--- src/rtl/ifetch_pkg.sv ---
// Shared definitions for the instruction fetch front-end: opcode field and FIFO entry layout.
package ifetch_pkg;

  localparam int OPC_MSB = 31;
  localparam int OPC_LSB = 26;

  localparam logic [5:0] OPC_RTYPE = 6'b000000;
  localparam logic [5:0] OPC_LW    = 6'b000001;
  localparam logic [5:0] OPC_SW    = 6'b000010;
  localparam logic [5:0] OPC_BEQ   = 6'b000011;
  localparam logic [5:0] OPC_HALT  = 6'b111111;

  // Entry fields are sized for the widest supported build; narrower builds zero-extend.
  localparam int ENTRY_PC_W    = 32;
  localparam int ENTRY_INSTR_W = 32;

  typedef struct packed {
    logic [ENTRY_PC_W-1:0]    pc;
    logic [ENTRY_INSTR_W-1:0] instr;
  } ifetch_entry_t;

endpackage

--- src/rtl/ifetch_fifo.sv ---
// Two-entry synchronous FIFO of fetch entries with push/pop/flush; head is always a register.
module ifetch_fifo
  import ifetch_pkg::*;
(
  input  logic          clk,
  input  logic          rst_n,
  input  logic          push,
  input  logic          pop,
  input  logic          flush,
  input  ifetch_entry_t din,
  output ifetch_entry_t head,
  output logic [1:0]    count
);

  ifetch_entry_t e0, e1;

  always_ff @(posedge clk or negedge rst_n) begin
    if (!rst_n) begin
      e0    <= '0;
      e1    <= '0;
      count <= 2'd0;
    end else if (flush) begin
      count <= 2'd0;
    end else begin
      case ({push, pop})
        2'b11: begin
          // Simultaneous push/pop keeps occupancy; the new entry lands behind the survivor.
          if (count == 2'd2) begin
            e0 <= e1;
            e1 <= din;
          end else begin
            e0 <= din;
          end
        end
        2'b01: begin
          if (count != 2'd0) begin
            e0    <= e1;
            count <= count - 2'd1;
          end
        end
        2'b10: begin
          if (count == 2'd0) begin
            e0    <= din;
            count <= 2'd1;
          end else if (count == 2'd1) begin
            e1    <= din;
            count <= 2'd2;
          end
        end
        default: ;
      endcase
    end
  end

  assign head = e0;

endmodule

--- src/rtl/ifetch_unit.sv ---
// Instruction fetch front-end: fetch PC, redirect handling and 2-entry output queue.
// Optional HALT-opcode stop is enabled with `define IFETCH_HALT_EN.
module ifetch_unit
  import ifetch_pkg::*;
#(
  parameter int          PC_W     = 32,
  parameter int          INSTR_W  = 32,
  parameter int          DEPTH    = 256,
  parameter int unsigned RESET_PC = 0
) (
  input  logic               clk,
  input  logic               rst_n,
  output logic [PC_W-1:0]    imem_pc,
  input  logic [INSTR_W-1:0] imem_instr,
  input  logic               redirect_valid,
  input  logic [PC_W-1:0]    redirect_pc,
  output logic               ins_valid,
  output logic [INSTR_W-1:0] ins_data,
  output logic [PC_W-1:0]    ins_pc,
  input  logic               ins_ready,
  output logic               halted
);

  localparam int AW = $clog2(DEPTH);

  logic [AW-1:0] fetch_pc;
  logic [1:0]    count;
  logic          pop, fetch, push;
  ifetch_entry_t din, head;

  assign pop   = ins_valid & ins_ready & ~redirect_valid;
  assign fetch = ~halted & ((count != 2'd2) | (ins_valid & ins_ready));
  assign push  = fetch & ~redirect_valid;

  assign din.pc    = ENTRY_PC_W'(fetch_pc);
  assign din.instr = ENTRY_INSTR_W'(imem_instr);

  always_ff @(posedge clk or negedge rst_n) begin
    if (!rst_n)
      fetch_pc <= AW'(RESET_PC);
    else if (redirect_valid)
      fetch_pc <= redirect_pc[AW-1:0];
    else if (push)
      fetch_pc <= fetch_pc + AW'(1);
  end

`ifdef IFETCH_HALT_EN
  logic halted_q;

  always_ff @(posedge clk or negedge rst_n) begin
    if (!rst_n)
      halted_q <= 1'b0;
    else if (redirect_valid)
      halted_q <= 1'b0;
    else if (push && (imem_instr[OPC_MSB:OPC_LSB] == OPC_HALT))
      halted_q <= 1'b1;
  end

  assign halted = halted_q;
`else
  assign halted = 1'b0;
`endif

  ifetch_fifo u_fifo (
    .clk   (clk),
    .rst_n (rst_n),
    .push  (push),
    .pop   (pop),
    .flush (redirect_valid),
    .din   (din),
    .head  (head),
    .count (count)
  );

  assign imem_pc   = PC_W'(fetch_pc);
  assign ins_valid = (count != 2'd0);
  assign ins_data  = INSTR_W'(head.instr);
  assign ins_pc    = PC_W'(head.pc[AW-1:0]);

  logic unused_bits;
  assign unused_bits = ^{redirect_pc[PC_W-1:AW], head.pc[ENTRY_PC_W-1:AW]};

endmodule

--- config.mk ---
export PLATFORM = sky130hd
export DESIGN_NAME = ifetch_unit
export DESIGN_NICKNAME = d
export VERILOG_FILES = /design/src/rtl/ifetch_pkg.sv /design/src/rtl/ifetch_fifo.sv /design/src/rtl/ifetch_unit.sv
export SDC_FILE = /design/constraint.sdc
export NUM_CORES = 1
export LEC_CHECK = 0
export BUFFER_PORTS_ARGS = -buffer_cell sky130_fd_sc_hd__buf_2
export CORE_MARGIN = 3
export CORE_UTILIZATION = 25
export CTS_BUF_LIST = sky130_fd_sc_hd__clkbuf_4 sky130_fd_sc_hd__clkbuf_8
export CTS_CLUSTER_DIAMETER = 200
export DETAILED_ROUTE_END_ITERATION = 16
export GPL_ROUTABILITY_DRIVEN = 0
export PLACE_DENSITY = 0.49
export SLEW_MARGIN = 20
export SYNTH_ARGS = -nofsm -noshare
export SYNTH_HDL_FRONTEND = slang
export SYNTH_SLANG_ARGS = --single-unit
--- constraint.sdc ---
create_clock -name clk -period 3.1 [get_ports clk]
set_clock_uncertainty 0.1 [all_clocks]
set_input_delay 0.31 -clock clk [delete_from_list [all_inputs] [get_ports clk]]
set_output_delay 0.31 -clock clk [all_outputs]
set_load 0.02 [all_outputs]
==> flow_summary.yaml <==
grt:
  grt_pass1_vias: 3954
  grt_pass1_wl_mm: 20.76
  track_usage_pct: 11.83
  grt_max_degree: 50
  grt-ovfl-total: 0
  antenna_found_initial: 0
drt:
  drt_wl_total_mm: 12.87
  wl_per_cell_um: 16.08
  vias_per_cell: 4.748
  first_iter_violations: 144
  drcViolationCount: 0
  antenna_left: 0
  vias: 3798
  dr.pass1.iters: 4
power_and_ir_drop:
  total_power_w: 0.004239
  p_int_w: 0.002596
  p_leak_nw: 2.741
  p_switching_w: 0.001643
  clkPwrFrac_pct: 17.7
  pwr-share-seq_pct: 45.4
  swShare_pct: 38.75
  vdd_drop_max_uv: 193.0
  p_per_area_nw_per_um2: 716.2
  power_frac_comb_pct: 36.9
clock_tree:
  cts_sinks: 90
  cts_resized: 0
  clk_pin_slew_ps: 90
  cts_tree: "done"
  numCtsBuffers: 9
  cts.htree.levels: 3
  clkLatencyLatePin_ps: 370
  cts_root_buffer: "clkbuf_8"
  clk_path_buf_depth: 2
logic_synthesis:
  async_reset_ff_share_pct: 100.0
  ys_seq_elements: 90
  synthTopCellsByArea: "dfrtp_1, mux2_1, mux2i_1"
  ys_warn_count: 0
  ys.flop_type: "dfrtp_1"
  yosysTopAreaCell: "dfrtp_1"
  synth_area_sq_um: 5134
  synthCells: 452
  synth.most_common_cell: "dfrtp_1"
  synth.top_cell.area_share_pct: 43.87
  synthTopCellsByCount: "dfrtp_1, buf_4, mux2i_1, a211oi_1, mux2_1"
  seq_area_frac_synth_pct: 43.87
  syn_avg_cell_area_sq_um: 11.36
  synth-edff-count: 0
  synth_cell_types: 32
worst_hold_path:
  whs_path_depth: 3
  hold_path_class: "input pin to register"
placed_design:
  place_inst: 783
  port_buffers: 92
  pre_cts_ws_ps: 263.2
  postPlaceCellArea_sq_um: 5733
  hpwl_mm: 8.538
floorplan:
  die_y_um: 149.3
  core_sq_um: 19850
  initial_core_util_pct: 25.87
  rows: 51
  die-area_sq_um: 22290
  die_w_um: 149.3
  ios: 166
timing:
  rsz0062_at_grt: "false"
  setup_viol: 0
  relSlewSlack_pct: 43.32
  layout_setup_ws_ps: 263.0
  setup_tns_ps: 0
  final.min_clock_period_ps: 2837
  hold_viol_final: 0
  fmax_ghz: 0.3525
  fin_crit_sh_pct: 91.52
  drv_slew: 0
  tightest_slew_ps: 850.2
final_layout:
  nets: 606
  num_antenna_cells: 0
  syn_to_final_growth_pct: 15.28
  drive_gt1_share_pct: 24.86
  fillCellCount: 2081
  design_area_sq_um: 5918
  instances_no_fill: 800
setup_path:
  crit_required_ps: 3250
  crit_arrival_ps: 2990
  start_kind: "register"
  critical_path_class: "register to register"
  critPathMaxFanout: 18
  end_kind: "register"
  rr_worst_depth: 11
  slowest_delay_ps: 420
  slowest_stage: "dfrtp_1"
  cp_cell_sequence: "inv_1 > ha_1 > nand2b_1 > nand2_1 > nand2b_1 > inv_1 > ha_2 > mux2i_1 > nor3_4 > buf_4 > mux2_1"
outcome:
  status: "finished clean"
run:
  maxCapViolations: 0
==> layout by cell type (no fill, tap or decap) <==
| master | instances |
|---|---|
| a2111oi_4 | 1 |
| a211oi_1 | 41 |
| a21boi_0 | 1 |
| a21o_1 | 39 |
| a21oi_1 | 4 |
| a221oi_1 | 39 |
| a22oi_1 | 1 |
| a311oi_1 | 1 |
| buf_12 | 5 |
| buf_2 | 91 |
| buf_4 | 11 |
| clkbuf_4 | 3 |
| clkbuf_8 | 10 |
| clkinv_2 | 3 |
| conb_1 | 49 |
| dfrtp_1 | 90 |
| dlygate4sd3_1 | 1 |
| ha_1 | 5 |
| ha_2 | 2 |
| ha_4 | 1 |
| inv_1 | 6 |
| mux2_1 | 40 |
| mux2_2 | 2 |
| mux2i_1 | 43 |
| nand2_1 | 13 |
| nand2b_1 | 2 |
| nand3_1 | 3 |
| nor2_1 | 5 |
| nor2b_1 | 1 |
| nor2b_2 | 1 |
| nor3_4 | 1 |
| o21ai_0 | 11 |
| o21ai_4 | 1 |
| o221a_2 | 1 |
| xnor2_1 | 6 |
| xor2_1 | 1 |
==> power groups by stage <==
stage / combinational [W] / clock, W / sequential (W)
after CTS: 0.00160 / 0.000802 / 0.00193
final: 0.00157 / 0.000749 / 0.00192
after floorplan: 0.000814 / 0 / 0.00219
after detailed placement: 0.00160 / 0 / 0.00195
after global routing: 0.00172 / 0.000847 / 0.00199
after global placement: 0.00156 / 0 / 0.00192
==> critical path, delay by kind of cell, from the launching register on <==
family | cells | cell delay, ps
adders and majority gates | 2 | 450
buffers and inverters | 3 | 540
DFF | 1 | 420
muxes | 2 | 470
and+or+nand+nor | 4 | 730
==> registers in the layout, summed over array words and instances, names as in the netlist <==
register and count:
fetch_pc 8, u_fifo.count 2, u_fifo.e1 40, u_fifo.head 40
==> layer usage <==
layer	vias up	GRT usage [%]	part of all wire, %
li1	1752	-	-
met1	1926	15.01	46
met2	109	19.67	48
met3	11	2.674	4.6
met4	0	4.485	1.6
met5	-	0	0
==> worst paths after layout <==
| kind | from | end | slack [ps] |
|---|---|---|---|
| min | redirect_pc[2] | fetch_pc[2] | 40 |
| max reg2reg | u_fifo.count[0] | u_fifo.e1[14] | 260 |
| max | u_fifo.count[0] | u_fifo.e1[14] | 260 |
| max in group asynchronous | rst_n | u_fifo.head[37] | 1820 |
| min reg2reg | u_fifo.head[22] | u_fifo.head[22] | 380 |
| min in group asynchronous | rst_n | u_fifo.head[4] | 370 |
==> area by class of cell <==
type | instances | area, sq um | area share, %
well taps | 265 | 331.6 | 5.603
multi-input cells | 315 | 2489 | 42.05
clock inverters | 3 | 15.01 | 0.2537
inverters | 6 | 22.52 | 0.3805
flip-flops and latches | 90 | 2252 | 38.05
clock buffers | 13 | 160.2 | 2.706
repair buffers | 108 | 648.1 | 10.95
==> cell families after synthesis <==
kind of cell	share of synthesized area [%]
AOI/OAI and AO/OA	21.20
xor gates and xnor gates	1.194
adders and majority gates	1.950
buffers and inverters	11.77
DFF	43.87
muxes	17.60
other	0.07305
and+or+nand+nor	2.340
==> timing repair <==
action / 4_1_cts / 5_1_grt
hold buffers: 1 / 0
hold endpoints to repair: 41 / 0
setup endpoints to repair: 0 / 0
setup buffers: 0 / 0
==> metrics by stage <==
stage          hold WS (ps)  util, %
2_1_floorplan        -85.59        -
3_3_place_gp          246.1    28.89
3_5_place_dp          250.9    28.89
4_1_cts               8.805    29.82
5_1_grt               19.46    29.82
6_report              41.59    29.82
(Power assumes the default switching activity.)
